===== config.mk =====
export PLATFORM = sky130hd
export DESIGN_NAME = tacky_packer
export DESIGN_NICKNAME = d
export VERILOG_FILES = /design/src/rtl/tacky_packer_pkg.sv /design/src/rtl/tacky_packer_word_fifo.sv /design/src/rtl/tacky_packer.sv
export SDC_FILE = /design/constraint.sdc
export NUM_CORES = 1
export LEC_CHECK = 0
export CORE_MARGIN = 2
export CORE_UTILIZATION = 60
export CTS_CLUSTER_SIZE = 25
export DETAILED_ROUTE_END_ITERATION = 16
export HOLD_SLACK_MARGIN = 0.02
export PLACE_DENSITY = 0.8
export SLEW_MARGIN = 15
export SYNTH_ARGS = -nofsm -noshare
export SYNTH_HDL_FRONTEND = slang
export SYNTH_SLANG_ARGS = --single-unit

===== constraint.sdc =====
create_clock -name clk -period 5.9 [get_ports clk]
set_clock_uncertainty 0.05 [all_clocks]
set_input_delay 1.18 -clock clk [delete_from_list [all_inputs] [get_ports clk]]
set_output_delay 1.18 -clock clk [all_outputs]
set_load 0.01 [all_outputs]

===== src/rtl/tacky_packer_pkg.sv =====
// Shared definitions for the Tacky instruction packer: opcodes, word
// field positions, filler bytes, op classification and FSM state type.
package tacky_defs;

  // Short opcodes (8-bit ops, one per half word)
  localparam logic [4:0] OPnot  = 5'b00000;
  localparam logic [4:0] OPand  = 5'b00001;
  localparam logic [4:0] OPor   = 5'b00010;
  localparam logic [4:0] OPxor  = 5'b00011;
  localparam logic [4:0] OPadd  = 5'b00100;
  localparam logic [4:0] OPsub  = 5'b00101;
  localparam logic [4:0] OPjr   = 5'b10000;  // last short opcode; always closes a word

  // Long opcodes (full 16-bit word)
  localparam logic [4:0] OPjnz8 = 5'b11001;
  localparam logic [4:0] OPjz8  = 5'b11010;
  localparam logic [4:0] OPjp8  = 5'b11011;
  localparam logic [4:0] OPcf8  = 5'b11100;
  localparam logic [4:0] OPci8  = 5'b11101;
  localparam logic [4:0] OPpre  = 5'b11110;
  localparam logic [4:0] OPsys  = 5'b11111;

  // Word field ranges: slot 1 = bits 15:8, slot 2 = bits 7:0
  localparam int OPCODE1_HI = 15;
  localparam int OPCODE1_LO = 11;
  localparam int REG1_HI    = 10;
  localparam int REG1_LO    = 8;
  localparam int IMM8_HI    = 7;
  localparam int IMM8_LO    = 0;
  localparam int OPCODE2_HI = 7;
  localparam int OPCODE2_LO = 3;
  localparam int REG2_HI    = 2;
  localparam int REG2_LO    = 0;

  // Architectural no-op halves: "or $0,$0" and "or $1,$1"
  localparam logic [7:0] FILL1 = 8'h10;
  localparam logic [7:0] FILL2 = 8'h11;

  // Most words a single accepted op can produce
  localparam int MAX_PUSH = 3;

  typedef enum logic [1:0] {
    OP_SHORT = 2'd0,
    OP_LONG  = 2'd1,
    OP_RSVD  = 2'd2
  } op_class_t;

  typedef enum logic {
    ST_EMPTY = 1'b0,
    ST_HOLD  = 1'b1
  } pack_state_t;

  function automatic op_class_t op_class(input logic [4:0] op);
    op_class_t c;
    if (op <= OPjr) begin
      c = OP_SHORT;
    end else if (op >= OPjnz8) begin
      c = OP_LONG;
    end else begin
      c = OP_RSVD;
    end
    return c;
  endfunction

  function automatic logic [15:0] pre_word(input logic [7:0] val);
    return {OPpre, 3'b000, val};
  endfunction

endpackage


===== src/rtl/tacky_packer_word_fifo.sv =====
// Output word FIFO: up to three in-order pushes and one pop per cycle,
// reports its free-entry count so the packer can throttle input.
module tacky_word_fifo
  import tacky_defs::*;
#(
  parameter int DEPTH = 4,
  parameter int WIDTH = 16
) (
  input  logic                         clk,
  input  logic                         reset,
  input  logic [1:0]                   push_cnt,
  input  logic [WIDTH-1:0]             push_data [0:3],
  input  logic                         out_ready,
  output logic                         out_valid,
  output logic [WIDTH-1:0]             out_word,
  output logic [$clog2(DEPTH+1)-1:0]   free
);

  localparam int PTR_W = $clog2(DEPTH);
  localparam int CNT_W = $clog2(DEPTH + 1);
  localparam logic [PTR_W+1:0] DEPTH_W = (PTR_W + 2)'(DEPTH);

  logic [WIDTH-1:0] mem [0:DEPTH-1];
  logic [PTR_W-1:0] rd_ptr;
  logic [PTR_W-1:0] wr_ptr;
  logic [CNT_W-1:0] count;
  logic             pop;

  // Pointer advance with wrap; DEPTH need not be a power of two.
  function automatic logic [PTR_W-1:0] wrap_add(input logic [PTR_W-1:0] p,
                                                input logic [1:0] k);
    logic [PTR_W+1:0] s;
    s = {2'b00, p} + (PTR_W + 2)'(k);
    if (s >= DEPTH_W) begin
      s = s - DEPTH_W;
    end else begin
      s = s;
    end
    return s[PTR_W-1:0];
  endfunction

  assign pop       = out_valid && out_ready;
  assign out_valid = (count != {CNT_W{1'b0}});
  assign out_word  = out_valid ? mem[rd_ptr] : {WIDTH{1'b0}};
  assign free      = CNT_W'(DEPTH) - count;

  // Storage, pointers and occupancy; reset discards all queued words.
  always_ff @(posedge clk or posedge reset) begin
    if (reset) begin
      rd_ptr <= {PTR_W{1'b0}};
      wr_ptr <= {PTR_W{1'b0}};
      count  <= {CNT_W{1'b0}};
      for (int i = 0; i < DEPTH; i++) begin
        mem[i] <= {WIDTH{1'b0}};
      end
    end else begin
      for (int i = 0; i < MAX_PUSH; i++) begin
        if (i < int'(push_cnt)) begin
          mem[wrap_add(wr_ptr, 2'(i))] <= push_data[i];
        end
      end
      wr_ptr <= wrap_add(wr_ptr, push_cnt);
      rd_ptr <= pop ? wrap_add(rd_ptr, 2'd1) : rd_ptr;
      count  <= count + CNT_W'(push_cnt) - CNT_W'(pop);
    end
  end

endmodule


===== src/rtl/tacky_packer.sv =====
// Tacky instruction packer: pairs short ops into 16-bit words, pads with
// filler halves, and inserts pre words so long immediates arrive intact.
module tacky_packer
  import tacky_defs::*;
#(
  parameter int OFIFO_DEPTH = 4
) (
  input  logic        clk,
  input  logic        reset,
  input  logic        in_valid,
  output logic        in_ready,
  input  logic [4:0]  in_op,
  input  logic [2:0]  in_reg,
  input  logic [15:0] in_imm,
  input  logic        in_acc,
  input  logic        flush,
  input  logic        pre_inval,
  output logic        out_valid,
  input  logic        out_ready,
  output logic [15:0] out_word,
  output logic        err
);

  localparam int FREE_W = $clog2(OFIFO_DEPTH + 1);

  pack_state_t       state;
  pack_state_t       state_next;
  logic [7:0]        pend;
  logic [7:0]        pend_next;
  logic [7:0]        trk;
  logic [7:0]        trk_next;
  logic              trk_known;
  logic              trk_known_next;
  logic              err_next;
  logic              known_eff;
  logic              accept;
  logic [7:0]        in_byte;
  logic [1:0]        push_cnt;
  logic [15:0]       push_words [0:3];
  logic [FREE_W-1:0] free;

  assign in_ready  = !reset && (free >= FREE_W'(MAX_PUSH));
  assign accept    = in_valid && in_ready;
  assign in_byte   = {in_op, in_reg};
  // A same-cycle invalidate takes effect before this op's pre check.
  assign known_eff = trk_known && !pre_inval;

  // Packing decisions: words to push this cycle and next FSM/tracker state.
  always_comb begin
    state_next     = state;
    pend_next      = pend;
    trk_next       = trk;
    trk_known_next = known_eff;
    err_next       = 1'b0;
    push_cnt       = 2'd0;
    for (int i = 0; i < 4; i++) begin
      push_words[i] = 16'h0000;
    end

    if (accept) begin
      case (op_class(in_op))
        OP_SHORT: begin
          if (in_acc) begin
            // Slot-2 byte completes the open word, or pairs with a filler.
            push_words[push_cnt] = {(state == ST_HOLD) ? pend : FILL1, in_byte};
            push_cnt   = push_cnt + 2'd1;
            state_next = ST_EMPTY;
          end else begin
            if (state == ST_HOLD) begin
              push_words[push_cnt] = {pend, FILL2};
              push_cnt = push_cnt + 2'd1;
            end else begin
              push_cnt = push_cnt;
            end
            if (in_op == OPjr) begin
              push_words[push_cnt] = {in_byte, FILL2};
              push_cnt   = push_cnt + 2'd1;
              state_next = ST_EMPTY;
            end else begin
              pend_next  = in_byte;
              state_next = ST_HOLD;
            end
          end
        end
        OP_LONG: begin
          if (state == ST_HOLD) begin
            push_words[push_cnt] = {pend, FILL2};
            push_cnt = push_cnt + 2'd1;
          end else begin
            push_cnt = push_cnt;
          end
          state_next = ST_EMPTY;
          case (in_op)
            OPpre: begin
              push_words[push_cnt] = pre_word(in_imm[7:0]);
              push_cnt       = push_cnt + 2'd1;
              trk_next       = in_imm[7:0];
              trk_known_next = 1'b1;
            end
            OPsys: begin
              push_words[push_cnt] = {OPsys, 11'b000_0000_0000};
              push_cnt = push_cnt + 2'd1;
            end
            default: begin
              // Emit pre only when the core's pre may differ from imm[15:8].
              if (!known_eff || (in_imm[15:8] != trk)) begin
                push_words[push_cnt] = pre_word(in_imm[15:8]);
                push_cnt       = push_cnt + 2'd1;
                trk_next       = in_imm[15:8];
                trk_known_next = 1'b1;
              end else begin
                trk_next = trk;
              end
              push_words[push_cnt] = {in_op, in_reg, in_imm[7:0]};
              push_cnt = push_cnt + 2'd1;
            end
          endcase
        end
        default: begin
          err_next = 1'b1;
        end
      endcase
    end else begin
      err_next = 1'b0;
    end

    // Flush closes a held slot-1 byte after the op, if a FIFO entry is left.
    if (flush && (state_next == ST_HOLD) && (free > FREE_W'(push_cnt))) begin
      push_words[push_cnt] = {pend_next, FILL2};
      push_cnt   = push_cnt + 2'd1;
      state_next = ST_EMPTY;
    end else begin
      state_next = state_next;
    end
  end

  // FSM state, held byte, pre tracker and error pulse registers.
  always_ff @(posedge clk or posedge reset) begin
    if (reset) begin
      state     <= ST_EMPTY;
      pend      <= 8'h00;
      trk       <= 8'h00;
      trk_known <= 1'b1;
      err       <= 1'b0;
    end else begin
      state     <= state_next;
      pend      <= pend_next;
      trk       <= trk_next;
      trk_known <= trk_known_next;
      err       <= err_next;
    end
  end

  tacky_word_fifo #(
    .DEPTH (OFIFO_DEPTH),
    .WIDTH (16)
  ) u_fifo (
    .clk       (clk),
    .reset     (reset),
    .push_cnt  (push_cnt),
    .push_data (push_words),
    .out_ready (out_ready),
    .out_valid (out_valid),
    .out_word  (out_word),
    .free      (free)
  );

endmodule

==> results list <==
* Placer's final routability congestion estimate: 1.032
- The cell count after synthesis came out at 700.
- For this block, the via count after detailed routing is around 6.6k.
- By area, the combinational part of the netlist is dominated by compound AO/OA/AOI/OAI gates.
- Clock-pin transition on the worst setup and hold timing paths: 0.10 ns
- Detailed routing placed a total of between 2000 and 2500 µm of wire on met3.
- Setup violations remaining at the end of the flow were counted as 0.
- Mean routed wirelength per cell: between 20 and 30 µm
* Detailed-routing iteration count for the pre-antenna-repair pass: 6
- Mean cell area of the mapped netlist: approximately 9.5 µm²
- In this run the core area contains 38 standard-cell rows.
* Commonest cells after routing, fill and taps aside: dfrtp_1 (89), nand2_1 (71), mux2i_1 (71)
- Entering global routing, the biggest net connects 61 pins.
- Following the worst setup path forward leads to its endpoint at u_fifo.mem[46].
* Synthesized-area fraction occupied by xor and xnor cells: 1.850%
- Critical path capture point type: flop
* Share of the cycle needed by the critical path after routing: about 95%
* Number of storage elements in the synthesis netlist: 90
- Of all nets on the critical path, the largest fanout is 13.
- Total power divided by cell area: ~400 mW/mm²
- Once detailed placement completed, the half-perimeter wirelength came to ~16,000 µm.
- The worst hold path belongs to the class reg2reg.
* Inserted Clock Buffers: 9
- Yosys mapped the design onto between 70 and 80 distinct sky130hd cell types.
- Simple-gate area share of the yosys netlist: between 10% and 20%
* Routed Wire Length: about 23,000 µm
- Post_cts resized: 0
- Number of routed nets with antenna violations: 0
- Worst-Margin Slew: about 1.1 ns
- Post-synthesis mux area share: 16.67%
- Adder-Cell Fraction of Synth Area: around 3.3%
- Clock sink count: 90
* Number of synthesized flops with an enable pin: 0
- Total count of max-transition violations in the final report: 0
- Met1 Wirelength: just under 9000 µm
- The detailed router used layers up to and including met4.
- Sequential cell area: between 0.002 and 0.0025 mm²
* Cell type group with the largest total delay on the critical path: compound AO/OA/AOI/OAI gates
* Required time at the worst-slack endpoint: 6.14 ns
- TritonCTS clock tree: yes
* Number of hold buffers added after CTS: 0
- Max-slew headroom: between 20 and 30%
- Effective utilization at floorplan: between 60% and 70%
* Total GRT Usage: 40.73%
* Met2 wire length: approximately 11,000 µm
- Worst-skew pair later-pin latency: between 0.3 and 0.4 ns
* Die Y-Extent: between 100 and 150 µm
- The total area inside the core boundary comes to around 0.011 mm².
* Cell chain of the critical path: clkdlybuf4s50_1 > xor2_1 > nor4_1 > nand3_1 > inv_1 > ha_1 > a21oi_1 > o21ai_0 > a211oi_4 > inv_1 > ha_1 > nor2b_1 > o211a_1 > buf_4 > a311o_1 > a211o_1 > o22ai_1 > nor2b_1 > o31ai_1
- Compound-cell area share of the yosys netlist: between 20% and 30%
- In the synthesized netlist the dominant register cell turns out to be dfrtp_1.
- Overall overflow remaining after global route: 0
- Counting cells, the worst reg-to-reg path comes to 18.
- Delay of the slowest cell on the worst path: roughly 0.52 ns
- The via count of the first global-routing pass came to between 6k and 7k.
- For this design the top-level I/O count stands at 50.
- Fraction of final layout cells sized beyond drive strength 1: around an eighth
- Total die area: between 0.01 and 0.015 mm²
* Highest clock rate: approximately 180 MHz
* Antenna diode instance count: 0
- In this run the clock root is driven by a clkbuf_8.
- The flow ran to the end, and the final reports show no timing, DRC or antenna violations.
- Number of fillers in the final layout: 832
- IR analysis of the VDD net gives a maximum drop of 0.5178 mV.
* Mapped Area: roughly 0.0066 mm²
- Max stage delay cell, worst path: a311o_1
- Area of the multi-input gates: approximately 0.0041 mm²
- Reg-to-reg critical path endpoint: u_fifo.mem[46]
* Stages on worst setup path: 19
* Buffer count from post-CTS setup fixing: 0
* Final Hold Fails: 0
- Max-cap viol count: 0
* Post-place setup slack: approximately 0.049 ns
- For this run, asynchronously set or reset flops after synthesis account for between 90% and 100%.
- Chip Width: 109.1 µm
* Global-route wire length before repair: around 36,000 µm
- Sort of element at the start of the critical path: primary input
- The initial antenna violation count came to 0.
* Post-layout nets: ~820
* Launching point of the worst reg2reg path: trk[5]
* Buffers from clock root to sink, at most: 2
- Port Buffers: approximately 50
- Count of unresolved DRC violations after routing: 0
* Beginning of the critical path: in_imm[13]
- Syn nets: about 750
- Summed over all cells, the static leakage comes to around 3.1 nW.
* Worst-case setup margin in the final layout: ~0.3 ns
- Counting both buffers and inverters, the worst setup path holds a total of 4.
* H-tree depth: 3
- For flop-to-flop paths, the worst setup slack is ~1.2 ns.
- Using the TritonRoute via totals, the vias-per-cell ratio works out to about 7.
* Commonest non-fill, non-tap cell in the layout: dfrtp_1
* Time the final worst path needs with I/O delays and setup: 5.602 ns
* Worst setup path class: in2reg
- Setup total negative slack on the finished layout was measured at 0 ns.
- Setup repair after global routing missed its margin: no
* P&R area growth vs syn: 17.24%
- STA puts the critical path data arrival time at about 6 ns.
- The share of the Yosys chip area taken by registers is between 30% and 40%.
- After the first detailed-routing iteration, the DRC count stood at about 800.
- Yosys printed 0 warnings.
## cells by family (layout without fill, tap and decap cells)
logic type,Yosys count,after routing
AOI/OAI and AO/OA,199,199
xor gates and xnor gates,14,14
adders and majority gates,17,17
buffers and inverters,59,134
DFF,90,90
muxes,90,90
and+or+nand+nor,231,231
## stage by stage
stage	instance area [µm²]	hold slack (ns)	instances	power, W	utilization (%)
2_1_floorplan	6628	0.4142	700	0.002057	-
3_3_place_gp	7507	0.4337	899	0.002519	69.56
3_5_place_dp	7507	0.4397	899	0.002584	69.56
4_1_cts	7769	0.4549	915	0.003132	71.98
5_1_grt	7770	0.5078	915	0.003348	71.99
6_report	7770	0.4509	915	0.003169	71.99
## flip-flops by register name, summed over array words and instances (netlist names)
| signal | cells |
|---|---|
| u_fifo.count | 3 |
| pend | 8 |
| u_fifo.rd_ptr | 2 |
| err | 1 |
| trk_known | 1 |
| u_fifo.mem | 64 |
| u_fifo.wr_ptr | 2 |
| trk | 8 |
| state | 1 |
## how the worst min path moves through the flow
stage	cells after the start	end	slack [ns]	startpoint
2_1_floorplan	1	u_fifo.wr_ptr[0]	0.41	u_fifo.wr_ptr[0]
3_3_place_gp	2	trk_known	0.43	trk_known
3_5_place_dp	2	trk_known	0.44	trk_known
4_1_cts	2	trk_known	0.45	trk_known
5_1_grt	2	trk_known	0.51	trk_known
6_report	2	trk_known	0.45	trk_known
## synthesized netlist by cell type, drive strengths merged (4+ instances only)
| master | number | area share, % |
|---|---|---|
| mux4 | 16 | 5.4 |
| and2 | 20 | 1.9 |
| nor2b | 8 | 0.76 |
| mux2i | 71 | 11 |
| nor3 | 9 | 0.68 |
| nand2b | 7 | 0.66 |
| clkbuf | 16 | 0.91 |
| o21ai | 14 | 1.1 |
| or3 | 4 | 0.38 |
| a32oi | 6 | 0.79 |
| o221ai | 29 | 3.8 |
| xor2 | 9 | 1.2 |
| dfrtp | 89 | 34 |
| buf | 18 | 1.6 |
| a31oi | 10 | 0.94 |
| a221oi | 28 | 3.7 |
| ha | 16 | 3.0 |
| o31ai | 4 | 0.45 |
| nand3 | 21 | 1.7 |
| nand2 | 71 | 4.0 |
| nand4 | 7 | 0.66 |
| o22ai | 8 | 0.76 |
| inv | 24 | 1.4 |
| a21oi | 27 | 2.0 |
| a211oi | 9 | 1.7 |
| nor2 | 72 | 4.2 |
| o211ai | 10 | 1.2 |
| a22oi | 18 | 2.0 |
| xnor2 | 5 | 0.66 |
## report_power, final
group / switching, W / total, W / leakage [nW] / internal (W)
logic: 0.000817 / 0.00154 / 1.74 / 0.000727
registers: 0.000208 / 0.00107 / 1.18 / 0.000861
clock network: 0.000256 / 0.000555 / 0.130 / 0.000299
## routing by layer
metal | global-route usage, % | vias up
li1 | - | 2837
met1 | 52.71 | 3162
met2 | 64.42 | 484
met3 | 8.787 | 92
met4 | 20.42 | 0
met5 | 0 | -
## area by class of cell
cell class / count / area share [%]
flip-flops and latches: 90 / 29.00
inverters: 25 / 1.240
clock buffers: 10 / 1.771
repair buffers: 93 / 10.89
multi-input cells: 551 / 53.25
well taps: 140 / 2.254
clock inverters: 6 / 1.594
## worst min-delay path, stage by stage, from the launching register on
cell      delay (ns)
dfstp_2         0.37
nand2b_1        0.08
nand2_1         0.06
No activity file was read; power rests on OpenSTA's default activity.
